### src/rtl/cap_prop_monitor.sv
`default_nettype none
// ============================================================================
//  Module   : cap_prop_monitor
//  Purpose  : Pipelined property-result monitor with sticky flags, saturating
//             counters, first-failure capture and optional halt-on-fail.
//  Revision : 1.0 - initial release
// ============================================================================
module cap_prop_monitor #(
    parameter int ADDR_W    = 32,
    parameter int NUM_PROPS = 8,
    parameter int CNT_W     = 16,
    parameter int IDX_W     = (NUM_PROPS > 1) ? $clog2(NUM_PROPS) : 1
) (
    input  logic                       CLK,
    input  logic                       RST,
    input  logic                       in_valid,
    output logic                       in_ready,
    input  logic [ADDR_W-1:0]          in_base,
    input  logic [ADDR_W-1:0]          in_len,
    input  logic [ADDR_W-1:0]          in_addr,
    input  logic [NUM_PROPS-1:0]       in_prop_ok,
    input  logic [NUM_PROPS-1:0]       cfg_enable,
    input  logic                       cfg_halt_on_fail,
    input  logic                       clear,
    output logic [NUM_PROPS-1:0]       fail_sticky,
    output logic                       fail_any,
    output logic [CNT_W-1:0]           checked_count,
    output logic [NUM_PROPS*CNT_W-1:0] fail_count,
    output logic                       first_fail_valid,
    output logic [IDX_W-1:0]           first_fail_prop,
    output logic [ADDR_W-1:0]          first_fail_base,
    output logic [ADDR_W-1:0]          first_fail_len,
    output logic [ADDR_W-1:0]          first_fail_addr,
    output logic                       halted
);

    localparam logic [CNT_W-1:0] c_cnt_max = '1;

    logic                 r_s1_valid;
    logic [NUM_PROPS-1:0] r_s1_mask;
    logic [ADDR_W-1:0]    r_s1_base, r_s1_len, r_s1_addr;
    logic [NUM_PROPS-1:0] r_fail_sticky;
    logic [CNT_W-1:0]     r_checked_count;
    logic                 r_ff_valid;
    logic [IDX_W-1:0]     r_ff_prop;
    logic [ADDR_W-1:0]    r_ff_base, r_ff_len, r_ff_addr;
    logic                 r_halted;

    logic                 w_accept;
    logic                 w_retire;
    logic                 w_s1_fail;
    logic [IDX_W-1:0]     w_low_idx;

    // Halt back-pressure looks only at the already-registered S1 failure.
    assign in_ready  = !RST && !r_halted && !(cfg_halt_on_fail && w_s1_fail);
    assign w_accept  = in_valid && in_ready;
    assign w_s1_fail = r_s1_valid && (|r_s1_mask);
    assign w_retire  = r_s1_valid && !clear;

    always_comb begin
        w_low_idx = '0;
        for (int i = NUM_PROPS - 1; i >= 0; i--) begin
            if (r_s1_mask[i]) w_low_idx = IDX_W'(i);
        end
    end

    // S1 loads regardless of clear so a vector accepted alongside clear survives.
    always_ff @(posedge CLK or posedge RST) begin
        if (RST) begin
            r_s1_valid <= 1'b0;
            r_s1_mask  <= '0;
            r_s1_base  <= '0;
            r_s1_len   <= '0;
            r_s1_addr  <= '0;
        end else begin
            r_s1_valid <= w_accept;
            if (w_accept) begin
                r_s1_mask <= cfg_enable & ~in_prop_ok;
                r_s1_base <= in_base;
                r_s1_len  <= in_len;
                r_s1_addr <= in_addr;
            end
        end
    end

    always_ff @(posedge CLK or posedge RST) begin
        if (RST) begin
            r_fail_sticky   <= '0;
            r_checked_count <= '0;
            r_ff_valid      <= 1'b0;
            r_ff_prop       <= '0;
            r_ff_base       <= '0;
            r_ff_len        <= '0;
            r_ff_addr       <= '0;
            r_halted        <= 1'b0;
        end else if (clear) begin
            r_fail_sticky   <= '0;
            r_checked_count <= '0;
            r_ff_valid      <= 1'b0;
            r_ff_prop       <= '0;
            r_ff_base       <= '0;
            r_ff_len        <= '0;
            r_ff_addr       <= '0;
            r_halted        <= 1'b0;
        end else if (w_retire) begin
            r_fail_sticky <= r_fail_sticky | r_s1_mask;
            if (r_checked_count != c_cnt_max) r_checked_count <= r_checked_count + 1'b1;
            if (w_s1_fail && !r_ff_valid) begin
                r_ff_valid <= 1'b1;
                r_ff_prop  <= w_low_idx;
                r_ff_base  <= r_s1_base;
                r_ff_len   <= r_s1_len;
                r_ff_addr  <= r_s1_addr;
            end
            if (w_s1_fail && cfg_halt_on_fail) r_halted <= 1'b1;
        end
    end

    generate
        for (genvar g = 0; g < NUM_PROPS; g++) begin : g_fail_cnt
            logic [CNT_W-1:0] r_cnt;
            always_ff @(posedge CLK or posedge RST) begin
                if (RST) begin
                    r_cnt <= '0;
                end else if (clear) begin
                    r_cnt <= '0;
                end else if (w_retire && r_s1_mask[g] && (r_cnt != c_cnt_max)) begin
                    r_cnt <= r_cnt + 1'b1;
                end
            end
            assign fail_count[g*CNT_W +: CNT_W] = r_cnt;
        end
    endgenerate

    assign fail_sticky      = r_fail_sticky;
    assign fail_any         = |r_fail_sticky;
    assign checked_count    = r_checked_count;
    assign first_fail_valid = r_ff_valid;
    assign first_fail_prop  = r_ff_prop;
    assign first_fail_base  = r_ff_base;
    assign first_fail_len   = r_ff_len;
    assign first_fail_addr  = r_ff_addr;
    assign halted           = r_halted;

endmodule
`default_nettype wire

### config.mk
export PLATFORM = sky130hd
export DESIGN_NAME = cap_prop_monitor
export DESIGN_NICKNAME = d
export VERILOG_FILES = /design/src/rtl/cap_prop_monitor.sv
export SDC_FILE = /design/constraint.sdc
export NUM_CORES = 1
export LEC_CHECK = 0
export CAP_MARGIN = 20
export CELL_PAD_IN_SITES_DETAIL_PLACEMENT = 1
export CELL_PAD_IN_SITES_GLOBAL_PLACEMENT = 2
export CORE_MARGIN = 8
export CORE_UTILIZATION = 32
export CTS_CLUSTER_SIZE = 20
export DETAILED_ROUTE_END_ITERATION = 16
export HOLD_SLACK_MARGIN = 0.1
export PLACE_DENSITY = 0.87
export SKIP_CTS_REPAIR_TIMING = 1
export SLEW_MARGIN = 10
export SYNTH_ARGS = -nofsm -noshare
export SYNTH_HDL_FRONTEND = slang
export SYNTH_SLANG_ARGS = --single-unit
### constraint.sdc
create_clock -name CLK -period 12.65 [get_ports CLK]
set_input_delay 1.265 -clock CLK [delete_from_list [all_inputs] [get_ports CLK]]
set_output_delay 1.265 -clock CLK [all_outputs]
set_load 0.05 [all_outputs]
# [After elaboration in Yosys (flattened, before gate mapping)]
# Index checks and enable logic that the tools add are counted.
[word_totals] input_bits=117 regBits=358
[op_classes] add_sub_neg=9 bitwise_logic=3 n_mux=47 n_reduce_logical=45 eq_ne=9
[op_table] operator="2-to-1 mux 16 bit" n=19
[op_table] operator="2-to-1 mux 32 bit" n=9
[op_table] operator="adder 16 x 1 -> 16 bit (second input constant)" n=9
[op_table] operator="!= test 16 bit (second input constant)" n=9
[op_table] operator="2-to-1 mux 3 bit" n=11
[op_table] operator="nonzero test 2 bit" n=12
[op_table] operator="logical AND 1 bit" n=23
[op_table] operator="2-to-1 mux 8 bit" n=2
[op_table] operator="OR reduction 8 bit" n=2
[op_table] operator="bitwise AND 8 bit" n=1
[op_table] operator="inverter 8 bit" n=1
[op_table] operator="OR 8 bit" n=1
[op_table] operator="2-to-1 mux 1 bit" n=6
[op_table] operator="AND reduction 2 bit" n=3
[op_table] operator="zero test 1 bit" n=5

# [Depth between registers and ports, before layout]
# Gate-level depths: netlist (run 1).
[logic_depth] word_depth=11 depth_mapped=9 depth_no_buf=6

# [Least setup slack after synthesis (run 1)]
# OpenSTA, ideal clock, no wires.
[synth_timing] path_type="register to output" startpoint="register r_s1_mask[5]" endpoint="output in_ready" slack_ns=9.165 path_stages_with_launch=6 arrival_ns=2.220 cell_sequence="dfrtp_1 clkbuf_1 or4_1 or2_1 clkbuf_1 a311oi_2"
[synth_via] elab_chain_len=5
[synth_rtl] item="start, declared" line="40" source="logic [NUM_PROPS-1:0] r_s1_mask;"
[synth_rtl] item="start signal, assigned" line="78" source="r_s1_mask <= cfg_enable & ~in_prop_ok;"
[synth_rtl] item="OR reduction 8 bit" line="57" source="assign w_s1_fail = r_s1_valid && (|r_s1_mask);"
[synth_rtl] item="logical AND 1 bit" line="57"
[synth_rtl] item="logical AND 1 bit" line="55" source="assign in_ready = !RST && !r_halted && !(cfg_halt_on_fail && w_s1_fail);"
[synth_rtl] item="zero test 1 bit" line="55"
[synth_rtl] item="logical AND 1 bit" line="55"
[synth_rtl] item="end, declared" line="17" source="output logic in_ready,"
# No other way between the ends.

# [Worst setup path in the final report (run 1)]
[layout_timing] startpoint="register r_s1_mask[3]" endpoint="output in_ready"
# The elaborated chain is that of the path after synthesis.

==> results.cfg, run 1 <==
[outcome]
status = finished clean

[timing]
setup_ws_ps = 8010
max_freq_ghz = 0.216
hold_viol = 0
slew_violations = 0
finalCritPeriodShare = 0.366
tightest_slew_ps = 1090
finalSetupTns_ps = 0
setup_viol = 0
rsz0062_at_grt = no
max_slew_margin = 0.269
finalCriticalPeriod_ps = 4640
hold_ws_ps = 478
skew_ps = 23.2

[clock_network]
htreeDepth = 2
numCtsBuffers = 42
cts.path.max_buffers = 3
cts_tree = built
root_buffer = clkbuf_16
insertion_delay_ps = 560
cts_sinks = 358
clk_pin_slew_ps = 60

[yosys]
synth_cell_types = 53
synth_async_sr_flop_share = 1.00
yosys_warnings = 0
synth_nets = 1456
synth_edf_count = 0
syn_inst = 1330
ys_seq_elements = 358
syn_area_sq_um = 15600
ys.flop_type = dfrtp_1
yosysSeqAreaShare = 0.574
syn_avg_cell_area_sq_um = 11.7

[layout]
fin_nets = 1820
drive_above_1_share = 0.0796
finalInstanceArea_sq_um = 21300
fin_cells = 2345
synthToLayoutAreaGrowth_pct = 36.7
final_util = 0.440
fillCellCount = 5186

[route]
vias = 12100
drt_iter0_markers = 601
viasPerCell = 5.15
antenna_left = 0
dr.pass1.iters = 4
wire_per_inst_microns = 21.1
wl_mm = 49.5
drc = 0

[run]
cap_violations = 0

[placement]
hpwl_mm = 34.9
placed_area_sq_um = 19900
gp_congestion = 0.810
port_buffers = 371
dp_slack_ps = 8240
dp.cells = 2270

[power]
power.total_mw = 2.94
ir_drop_v = 0.0000822
p_per_area_nw_per_um2 = 138
leakagePower_nw = 8.89

[floorplanning]
num_io_pins = 372
core_area_sq_um = 48500
dieArea_sq_um = 56100
start_util = 0.322
fp.dieW_microns = 237
rows = 81
die_y_microns = 237

[worst_hold_path]
min_path_type = flop to flop

[worst_setup_path]
endpoint_kind = output pin
reg2reg_slack_ps = 8880
criticalPathCategory = flop to output pin
cp.required_ps = 11390
arrival_ps = 3370
worstSetupStartpointType = flop
cp_max_fo = 9

[global_routing]
globalRoute.totalOverflow = 0
grt_max_degree = 166
antenna_found_initial = 0
grt_pass1_vias = 12900
grt_pass1_wl_mm = 78.4
grtUsageTotal = 0.173
cell usage after synthesis (all sizes together) (13+ instances only):
cell type | count | area [sq um]
nor4 | 32 | 200
a21oi | 34 | 170
clkbuf | 49 | 184
buf | 14 | 104
nor3 | 44 | 220
nand2b | 14 | 87.6
nor2 | 157 | 589
xnor2 | 72 | 631
nand2 | 58 | 218
mux2i | 20 | 200
nand3 | 56 | 280
xor2 | 23 | 201
mux2 | 103 | 1340
dfrtp | 358 | 8960
nand4 | 47 | 294
a22o | 96 | 841
and3 | 13 | 81.3
o21ai | 17 | 85.1
final timing paths:
check | cells after the start | to | from
hold reg to reg | 2 | first_fail_prop[1] | first_fail_prop[1]
max in group asynchronous | 3 | r_s1_len[3] | RST
setup / recovery | 4 | in_ready | r_s1_mask[3]
setup reg to reg | 6 | r_s1_len[14] | r_s1_mask[3]
min in group asynchronous | 2 | r_s1_base[15] | RST
hold / removal | 2 | first_fail_prop[1] | first_fail_prop[1]
worst max-delay path, stage by stage, from the launching register on:
cell and delay (ps):
dfrtp_1 510, or4_1 600, or2_1 360, a311oi_2 470, clkdlybuf4s50_1 890
area by class of cell:
class | count | area [sq um] | area share
tap | 622 | 778 | 0.0365
timing repair buffer | 383 | 3820 | 0.179
multi-input combinational | 897 | 6350 | 0.297
inverter | 12 | 52.6 | 0.00246
sequential | 358 | 8960 | 0.420
clock inverter | 16 | 186 | 0.00873
antenna | 1 | 2.50 | 0.000117
clock buffer | 56 | 1190 | 0.0560
routing by layer:
layer / vias up / wire, microns / track usage
met4: 0 / 732 / 0.0395
met5: - / 0 / 0
met1: 6187 / 22700 / 0.231
met2: 319 / 22700 / 0.276
li1: 5528 / - / -
met3: 51 / 3310 / 0.0484
sequential cells by signal, indices dropped and copies added, names as in the netlist:
signal	count
halted	1
g_fail_cnt.r_cnt	128
first_fail_addr	32
checked_count	16
r_s1_len	32
first_fail_valid	1
fail_sticky	8
first_fail_prop	3
first_fail_base	32
r_s1_valid	1
r_s1_mask	8
r_s1_base	32
first_fail_len	32
r_s1_addr	32
placed cells by master (no fill, tap or decap), types with 10 or more instances in the layout:
cell | Yosys | layout
a21oi_1 | 34 | 33
a22o_1 | 96 | 96
and3_1 | 13 | 13
and4_1 | 11 | 11
buf_4 | 1 | 10
clkbuf_16 | 0 | 43
clkdlybuf4s50_1 | 0 | 370
dfrtp_1 | 358 | 358
mux2_1 | 56 | 56
mux2_4 | 47 | 47
mux2i_1 | 20 | 20
nand2_1 | 58 | 57
nand2b_1 | 14 | 14
nand3_1 | 56 | 56
nand4_1 | 47 | 47
nor2_1 | 157 | 157
nor2b_1 | 11 | 10
nor3_1 | 44 | 44
nor4_1 | 32 | 32
o21ai_0 | 16 | 16
or3_1 | 11 | 11
xnor2_1 | 72 | 72
xor2_1 | 23 | 23
logic make-up (layout without fill, tap and decap cells):
family,after synthesis,after routing,share of synthesized area
AND/OR/NAND/NOR,486,486,0.157
flip-flops,358,358,0.574
AO/OA/AOI/OAI,184,184,0.0887
multiplexers,123,123,0.0984
XOR/XNOR,95,95,0.0533
buffers and inverters,75,467,0.0213
adder cells (fa/ha/maj),9,9,0.00721
other,0,1,0
report_power, final:
group	total [mW]	internal, mW	switching, mW
clock network	1.21	0.725	0.486
logic	0.415	0.179	0.237
registers	1.32	1.24	0.0728
total	2.94	2.15	0.795
Note: power is estimated with default switching activity, not from simulation.
==> run 2, diff against run 1 <==
- CORE_UTILIZATION: 32 -> 29
- PLACE_DENSITY: 0.87 -> 0.83
- clock period: 12.65 -> 4.2 ns (I/O delays scaled with it)
==> run 2 against run 1 <==
- clock skew rose by 4.8 ps
- clock power rose to 3.2 times the previous value
- cell count rose by 3.8%
- register-to-register slack got worse by 7800 ps
==> results.cfg, run 2 (synthesis results as in run 1) <==
[power]
pwr-share-seq = 0.434
power.total_mw = 9.10
ir_drop_v = 0.000226
p_per_area_nw_per_um2 = 421
pwr-share-clk = 0.423
leakagePower_nw = 8.98
p_int_mw = 6.63
power_frac_comb = 0.142
swShare = 0.272
power.switching_mw = 2.48

[floorplanning]
core_area_sq_um = 53500
fp.dieW_microns = 248
die_y_microns = 248
rows = 85
dieArea_sq_um = 61500
num_io_pins = 372
start_util = 0.292

[clock_network]
cts.path.max_buffers = 3
htreeDepth = 2
root_buffer = clkbuf_16
numCtsBuffers = 44
clk_pin_slew_ps = 60
cts_sinks = 358
cts_tree = built
insertion_delay_ps = 580

[timing]
finalCritPeriodShare = 0.929
hold_ws_ps = 223
slew_violations = 0
skew_ps = 28.0
rsz0062_at_grt = no
hold_viol = 0
max_slew_margin = 0.344
setup_viol = 0
max_freq_ghz = 0.256
tightest_slew_ps = 980
finalCriticalPeriod_ps = 3900

[layout]
largest_register_ffs = 128
fin_cells = 2435
regArea_sq_um = 8960
drive_above_1_share = 0.0841
fillCellCount = 5769
synthToLayoutAreaGrowth_pct = 38.5
regMostFlops = g_fail_cnt.r_cnt
final_util = 0.404
finalInstanceArea_sq_um = 21600
final_common_cell = clkdlybuf4s50_1
multi_input_area_sq_um = 6350
mostFrequentLayoutCells = clkdlybuf4s50_1, dfrtp_1, nor2_1
fin_nets = 1832

[route]
wire_per_inst_microns = 21.4
antenna_left = 0
wl_mm = 52.1
vias = 12200
drt_iter0_markers = 488
viasPerCell = 5.02
drc = 0
dr.pass1.iters = 4

[global_routing]
antenna_found_initial = 8
globalRoute.totalOverflow = 0
grt_pass1_wl_mm = 80.7
grt_max_degree = 104
grtUsageTotal = 0.167
grt_pass1_vias = 13100

[placement]
dp.cells = 2354
port_buffers = 371
hpwl_mm = 36.8
placed_area_sq_um = 20100
gp_congestion = 0.828

[run]
cap_violations = 0

[worst_setup_path]
rr_startpoint = r_s1_mask[6]
cp.required_ps = 3780
criticalPathCategory = flop to output pin
arrival_ps = 3480
reg2reg_slack_ps = 1130
endpoint_kind = output pin
timing.rr.end = r_s1_base[2]
rr_worst_depth = 7
startpoint = r_s1_mask[6]
cp_max_fo = 6
worstSetupStartpointType = flop

[worst_hold_path]
min_path_type = input pin to asynchronous set/reset pin

[outcome]
status = finished clean
-- run 2: stage by stage --
step	setup TNS, ps	worst slack [ps]
floorplan	-364550	-1020
global placement	0	796
detailed placement	0	807
CTS	0	199
global route	0	124
finish	0	300
-- run 2: power by group through the flow --
stage | sequential, mW | combinational [mW] | clock, mW
4_1_cts | 3.96 | 1.32 | 3.99
6_report | 3.95 | 1.29 | 3.85
2_1_floorplan | 4.25 | 0.524 | 0
3_3_place_gp | 3.99 | 1.28 | 0
5_1_grt | 3.98 | 1.38 | 4.12
3_5_place_dp | 4.01 | 1.31 | 0
-- run 2: cell type report --
class | count | share of cell area
antenna | 3 | 0.000347
clock buffer | 62 | 0.0578
clock inverter | 14 | 0.00983
inverter | 12 | 0.00226
multi-input combinational | 897 | 0.293
sequential | 358 | 0.414
tap | 696 | 0.0403
timing repair buffer | 393 | 0.182
-- run 2: worst max-delay path by stage --
stage / endpoint / slack (ps)
3_3_place_gp: in_ready / 800
2_1_floorplan: checked_count[0] / -1020
5_1_grt: in_ready / 120
3_5_place_dp: in_ready / 810
6_report: in_ready / 300
4_1_cts: in_ready / 200
-- run 2: critical path: stages (launching register included) --
cell,delay [ps]
dfrtp_1,370
buf_4,160
or4_1,540
or2_1,340
a311oi_2,590
clkdlybuf4s50_1,940
-- run 2: metal layers --
layer,vias to the layer above,wire length (microns),GRT usage
met2,320,24000,0.268
met1,6240,21900,0.208
li1,5582,-,-
met4,10,1170,0.0486
met3,77,5000,0.0621
met5,-,49,0
